[config.mk]
export PLATFORM = sky130hd
export DESIGN_NAME = switch_debouncer
export DESIGN_NICKNAME = d
export VERILOG_FILES = /design/src/rtl/switch_debouncer.sv
export SDC_FILE = /design/constraint.sdc
export NUM_CORES = 1
export LEC_CHECK = 0
export CAP_MARGIN = 20
export CELL_PAD_IN_SITES_DETAIL_PLACEMENT = 0
export CELL_PAD_IN_SITES_GLOBAL_PLACEMENT = 1
export CORE_MARGIN = 2
export CORE_UTILIZATION = 45
export DETAILED_ROUTE_END_ITERATION = 10
export GPL_ROUTABILITY_DRIVEN = 1
export GPL_TIMING_DRIVEN = 1
export PLACE_DENSITY_LB_ADDON = 0.1
export SYNTH_ARGS = -nofsm -noshare
export SYNTH_HDL_FRONTEND = slang
export SYNTH_SLANG_ARGS = --single-unit
[constraint.sdc]
create_clock -name clk -period 3 [get_ports clk]
set_clock_uncertainty 0.15 [all_clocks]
set_input_delay 0.6 -clock clk [delete_from_list [all_inputs] [get_ports clk]]
set_output_delay 0.6 -clock clk [all_outputs]
set_load 0.01 [all_outputs]
[src/rtl/switch_debouncer.sv]
// switch_debouncer: per-channel synchroniser + debounce counter with rise/fall pulses.
// Define SW_GLITCH_COUNT_EN to add the saturating 8-bit glitch_count output.
module switch_debouncer #(
    parameter int NUM_SW          = 2,
    parameter int SYNC_STAGES     = 2,
    parameter int DEBOUNCE_CYCLES = 1000000
) (
    input  logic              clk,
    input  logic              rst,
    input  logic [NUM_SW-1:0] sw_raw,
    output logic [NUM_SW-1:0] switches,
    output logic [NUM_SW-1:0] sw_rise,
    output logic [NUM_SW-1:0] sw_fall,
`ifdef SW_GLITCH_COUNT_EN
    output logic [7:0]        glitch_count,
`endif
    output logic              sw_changed
);
    localparam int CW = $clog2(DEBOUNCE_CYCLES) + 1;
    localparam logic [CW-1:0] LAST = CW'(DEBOUNCE_CYCLES - 1);
    logic [SYNC_STAGES-1:0][NUM_SW-1:0] r_sync;
    logic [CW-1:0]                      r_cnt [NUM_SW];
    logic [NUM_SW-1:0]                  w_sync;
    logic [NUM_SW-1:0]                  w_diff;
    logic [NUM_SW-1:0]                  w_acc;
    assign w_sync = r_sync[SYNC_STAGES-1];
    assign w_diff = w_sync ^ switches;
    for (genvar i = 0; i < NUM_SW; i++) begin : g_acc
        assign w_acc[i] = w_diff[i] && (r_cnt[i] == LAST);
    end
    always_ff @(posedge clk or posedge rst) begin
        if (rst) begin
            r_sync     <= '0;
            for (int k = 0; k < NUM_SW; k++) r_cnt[k] <= '0;
            switches   <= '0;
            sw_rise    <= '0;
            sw_fall    <= '0;
            sw_changed <= 1'b0;
        end else begin
            r_sync     <= {r_sync[SYNC_STAGES-2:0], sw_raw};
            for (int k = 0; k < NUM_SW; k++) r_cnt[k] <= (w_diff[k] && !w_acc[k]) ? r_cnt[k] + CW'(1) : '0;
            switches   <= switches ^ w_acc;
            sw_rise    <= w_acc & ~switches;
            sw_fall    <= w_acc & switches;
            sw_changed <= |w_acc;
        end
    end
`ifdef SW_GLITCH_COUNT_EN
    logic [31:0] w_rej;
    logic [31:0] w_gsum;
    always_comb begin
        w_rej = '0;
        for (int k = 0; k < NUM_SW; k++) w_rej = w_rej + 32'(!w_diff[k] && (r_cnt[k] != '0));
        w_gsum = 32'(glitch_count) + w_rej;
    end
    always_ff @(posedge clk or posedge rst) begin
        if (rst) glitch_count <= '0;
        else     glitch_count <= (w_gsum > 32'd255) ? 8'd255 : w_gsum[7:0];
    end
`endif
endmodule

## Word level (Yosys, flattened, before mapping)

Index checks and enable logic that the tools add are counted.

| storage, ports and cells | value |
|---|---|
| logic and storage cells | 26 |
| flip-flop bits (word level) | 53 |
| output and inout port bits | 7 |
| input bits | 4 |

| cells by class | value |
|---|---|
| add/subtract/negate cells | 2 |
| reduce and logical (&&, ||, !) cells | 7 |
| bitwise gates (word level) | 5 |
| eq/ne operators | 2 |
| multiplexer cells | 2 |

Operators with widths:

| kind | count |
|---|---|
| 21-bit by 1-bit adder with 21-bit output, second input constant | 2 |
| 21-bit by 20-bit equality test with 1-bit output, second input constant | 2 |
| 21-bit 2-to-1 mux | 2 |
| 2-bit AND | 2 |
| 1-bit logical AND | 4 |
| 2-bit XOR | 2 |
| 1-bit logical NOT | 2 |
| 2-bit inverter | 1 |
| 2-bit OR reduction | 1 |

## Depth between registers and ports, before layout

| depth | value |
|---|---|
| depth in word-level cells | 5 |
| depth in mapped cells | 6 |
| mapped depth without buffers | 5 |

## Worst setup path before layout

Ideal clock, no wire load.

| path | value |
|---|---|
| path kind | reg2reg |
| start | register r_cnt[11] (netlist name) |
| end | register (tool-made name) |
| setup time | 0.125 ns |
| slack | 0.727 ns |
| data required time | 2.725 ns |
| cell stages (with the launch flop) | 5 |
| arrival | 1.998 ns |
| period minus slack after synthesis | 2.273 ns |
| buffers on the path | 0 |
| path through | dfrtp_1 or4b_1 or4_1 or2_4 mux2_4 |

RTL lines:

| item | RTL line | RTL |
|---|---|---|
| start, declared | 22 | `logic [CW-1:0] r_cnt [NUM_SW];` |

## Worst setup path in the final report

| path | value |
|---|---|
| start | register r_cnt[33] (netlist name) |
| end | register r_cnt[39] (netlist name) |

| between the ends | value |
|---|---|
| longest elaborated chain between the ends | 5 |
| elaborated cells on any way between the ends | 6 |
| classes of those cells | 1 x add/sub; 1 x eq/ne; 1 x mux; 3 x reduce/logical |

Ends and longest elaborated chain:

| item | RTL line | RTL |
|---|---|---|
| parallel branches: the longest is 4 deep, another holds 21-bit by 1-bit adder with 21-bit output | -- |  |
| 21-bit 2-to-1 mux * | 41 | `for (int k = 0; k < NUM_SW; k++) r_cnt[k] <= (w_diff[k] && !w_acc[k]) ? r_cnt[k] + CW'(1) : '0;` |

Every way passes the cells marked *.

==> flow_metrics.tcl <==
set metrics [dict create \
    cts_setup_buffers 0 \
    drive_above_1_share_pct 8.14 \
    synthAdderAreaFrac_pct 0.994 \
    synth_fp_nets 248 \
    num_vias 1838 \
    die-area_mm2 0.00621 \
    drv_cap 0 \
    clk_pin_slew_ps 90 \
    drc 0 \
    place_area_mm2 0.00272 \
    fin_cells 330 \
    ctsRootBufferMaster "clkbuf_8" \
    peakVddDrop_uv 233 \
    hold_violations 0 \
    clk-insertion-delay-late_ps 300 \
    yosysSeqAreaShare_pct 52.7 \
    start_kind "flip-flop" \
    min_from "r_sync[0]$_DFF_PP0_" \
    clock.fmax_mhz 410 \
    cp_slowest_cell "or4_1" \
    cp.arrival_ps 2470 \
    area_delta_synth_final_pct 11.5 \
    grt_pass1_vias 1725 \
    synth-seq-cells 53 \
    pin_count 11 \
    synth_compound_area_share_pct 8.54 \
    layout_commonest_cell "dfrtp_1" \
    portBuffers 10 \
    cts_resized 0 \
    setup_tns_ps 0 \
    cts_hold_buffers 0 \
    yosys.area_share.simple_pct 26.2 \
    power_density_mw_per_mm2 424 \
    gp_congestion 0.775 \
    cpPeakStageDelay_ps 560 \
    grt_max_degree 40 \
    path_cells "or4_1, or4b_4, o31ai_4, buf_4, a21oi_1" \
    diodes 0 \
    die_h_um 78.8 \
    htreeDepth 2 \
    crit_path_max_fanout 8 \
    power_leakage_nw 1.15 \
    drtIter0Drc 76 \
    final_nets 264 \
    r2r_start "r_cnt[33]$_DFF_PP0_" \
    die_x_um 78.8 \
    min_path_type "flip-flop to flip-flop" \
    crit_required_ps 3030 \
    drtAntennaViolNets 0 \
    nFillCells 496 \
    worst_pin_slew_ps 392 \
    status "finished clean" \
    startpoint "r_cnt[33]$_DFF_PP0_" \
    synth.avg_cell_area_um2 10.4 \
    cts_buffers 5 \
    synth_top_family_by_area "simple AND/OR/NAND/NOR gates" \
    synth_warnings 0 \
    rsz0062_at_grt "false" \
    ys_types 34 \
    vias_per_cell 5.57 \
    grt_overflow 0 \
    clock_sink_count 53 \
    dp_hpwl_um 3400 \
    period_needed_ps 2440 \
    period_share_pct 81.3 \
    num_rows 27 \
    core_mm2 0.00544 \
    routed_wl_um 4920 \
    cts_tree "built" \
    placed_cells 323 \
    track_usage_pct 18.0 \
    first_pass_iters 4 \
    slew_headroom_pct 73.8 \
    synth.area.mux_share_pct 1.04 \
    setup_viol 0 \
    syn_area_mm2 0.00252 \
    avgRoutedWirePerCell_um 14.9 \
    grt_antenna_before_repair 0 \
    design_area_mm2 0.00281 \
    grt_pass1_wl_um 8700 \
    clockBufferDepth 2 \
    final_cell_mix "dfrtp_1 (53), nor2_1 (26), a21oi_1 (16), xor2_1 (16), nand3_1 (15)" \
    synth_xor_area_share_pct 8.35 \
    syn_inst 242 \
    criticalPathCategory "flip-flop to flip-flop" \
    drv_slew 0 \
    start_util_pct 46.3 \
    worst_setup_path_end_kind "flip-flop" \
]
==> power by group <==
part	leakage, nW	total (mW)	switching [mW]	internal [mW]
Combinational	0.377	0.0512	0.0325	0.0187
Clock	0.0443	0.408	0.224	0.184
Sequential	0.726	0.731	0.00761	0.723
Total	1.15	1.19	0.264	0.925
==> kinds of logic (layout without fill, tap and decap cells) <==
logic type               count (synthesis)  in the layout
adder cells (fa/ha/maj)                  2              2
AND/OR/NAND/NOR                        115            115
multiplexers                             2              2
buffers and inverters                   11             27
XOR/XNOR                                24             24
AO/OA/AOI/OAI                           35             35
flip-flops                              53             53
==> synth_stat cells <==
library cell  count  area, um^2
a21oi_1          16        80.1
inv_1             5        18.8
o41ai_1           1        8.76
nor2_1           26        97.6
nand4_1          13        81.3
or4_2             1        8.76
or4_1             9        67.6
and3_1            6        37.5
buf_6             2        22.5
xor2_1           16         140
nor3b_1           4        30.0
mux2_2            1        11.3
o22ai_1           1        6.26
or4b_2            1        10.0
o31ai_4           1        21.3
or2_2             1        6.26
nor4_1            2        12.5
dfrtp_1          53        1330
o21ai_2           1        8.76
xnor2_1           8        70.1
or4b_1            1        10.0
and2_1            3        18.8
and4_1            7        61.3
nor4b_1           1        8.76
clkbuf_1          4        15.0
nand3_1          15        75.1
mux2_4            1        15.0
o21ai_0           9        45.0
o31ai_1           6        45.0
or4b_4            1        13.8
or2_4             1        8.76
or3_1            10        62.6
nand2_1          13        48.8
ha_1              2        25.0
==> critical path, delay by kind of cell, from the launching register on <==
| family | cells | cell delay [ps] |
|---|---|---|
| AND/OR/NAND/NOR | 2 | 1100 |
| flip-flops | 1 | 440 |
| AO/OA/AOI/OAI | 2 | 410 |
| buffers and inverters | 1 | 220 |
==> cell type report <==
class	count	area, um^2	area share [%]
Multi-Input combinational cell	178	1140	40.5
Inverter	5	18.8	0.668
Sequential cell	53	1330	47.2
Timing Repair Buffer	15	150	5.35
Tap cell	72	90.1	3.21
Clock buffer	7	86.3	3.07
==> worst paths after layout <==
kind	to	slack, ps	cells past startpoint
min in group asynchronous	r_cnt[40]$_DFF_PP0_	440	2
max in group asynchronous	r_cnt[10]$_DFF_PP0_	1750	3
min reg2reg	w_sync[0]$_DFF_PP0_	210	0
min	w_sync[0]$_DFF_PP0_	210	0
max reg2reg	r_cnt[39]$_DFF_PP0_	560	5
max	r_cnt[39]$_DFF_PP0_	560	5
==> state kept, by name (all words and copies together), names as in the netlist, named ones only <==
name        flops
sw_fall         2
sw_changed      1
r_cnt          42
sw_rise         2
r_sync          2
w_sync          2
==> per-layer routing <==
metal	routed length [um]	vias up	part of all wire [%]	track usage, %
li1	-	914	-	-
met1	2600	890	53	27.7
met2	2100	29	43	25.6
met3	162	5	3.3	3.41
met4	54	0	1.1	5.69
met5	0	-	0	0
==> stage by stage <==
| step | worst slack [ps] | util [%] | hold slack, ps | power, mW |
|---|---|---|---|---|
| after CTS | 547 | 51.6 | 209 | 1.20 |
| final | 560 | 51.6 | 206 | 1.19 |
| after global routing | 417 | 51.6 | 223 | 1.24 |
| after detailed placement | 577 | 50.0 | 187 | 0.798 |
| after global placement | 615 | 50.0 | 183 | 0.798 |
| after floorplan | 727 | - | 181 | 0.776 |
Power figures use the tool's default switching activity.
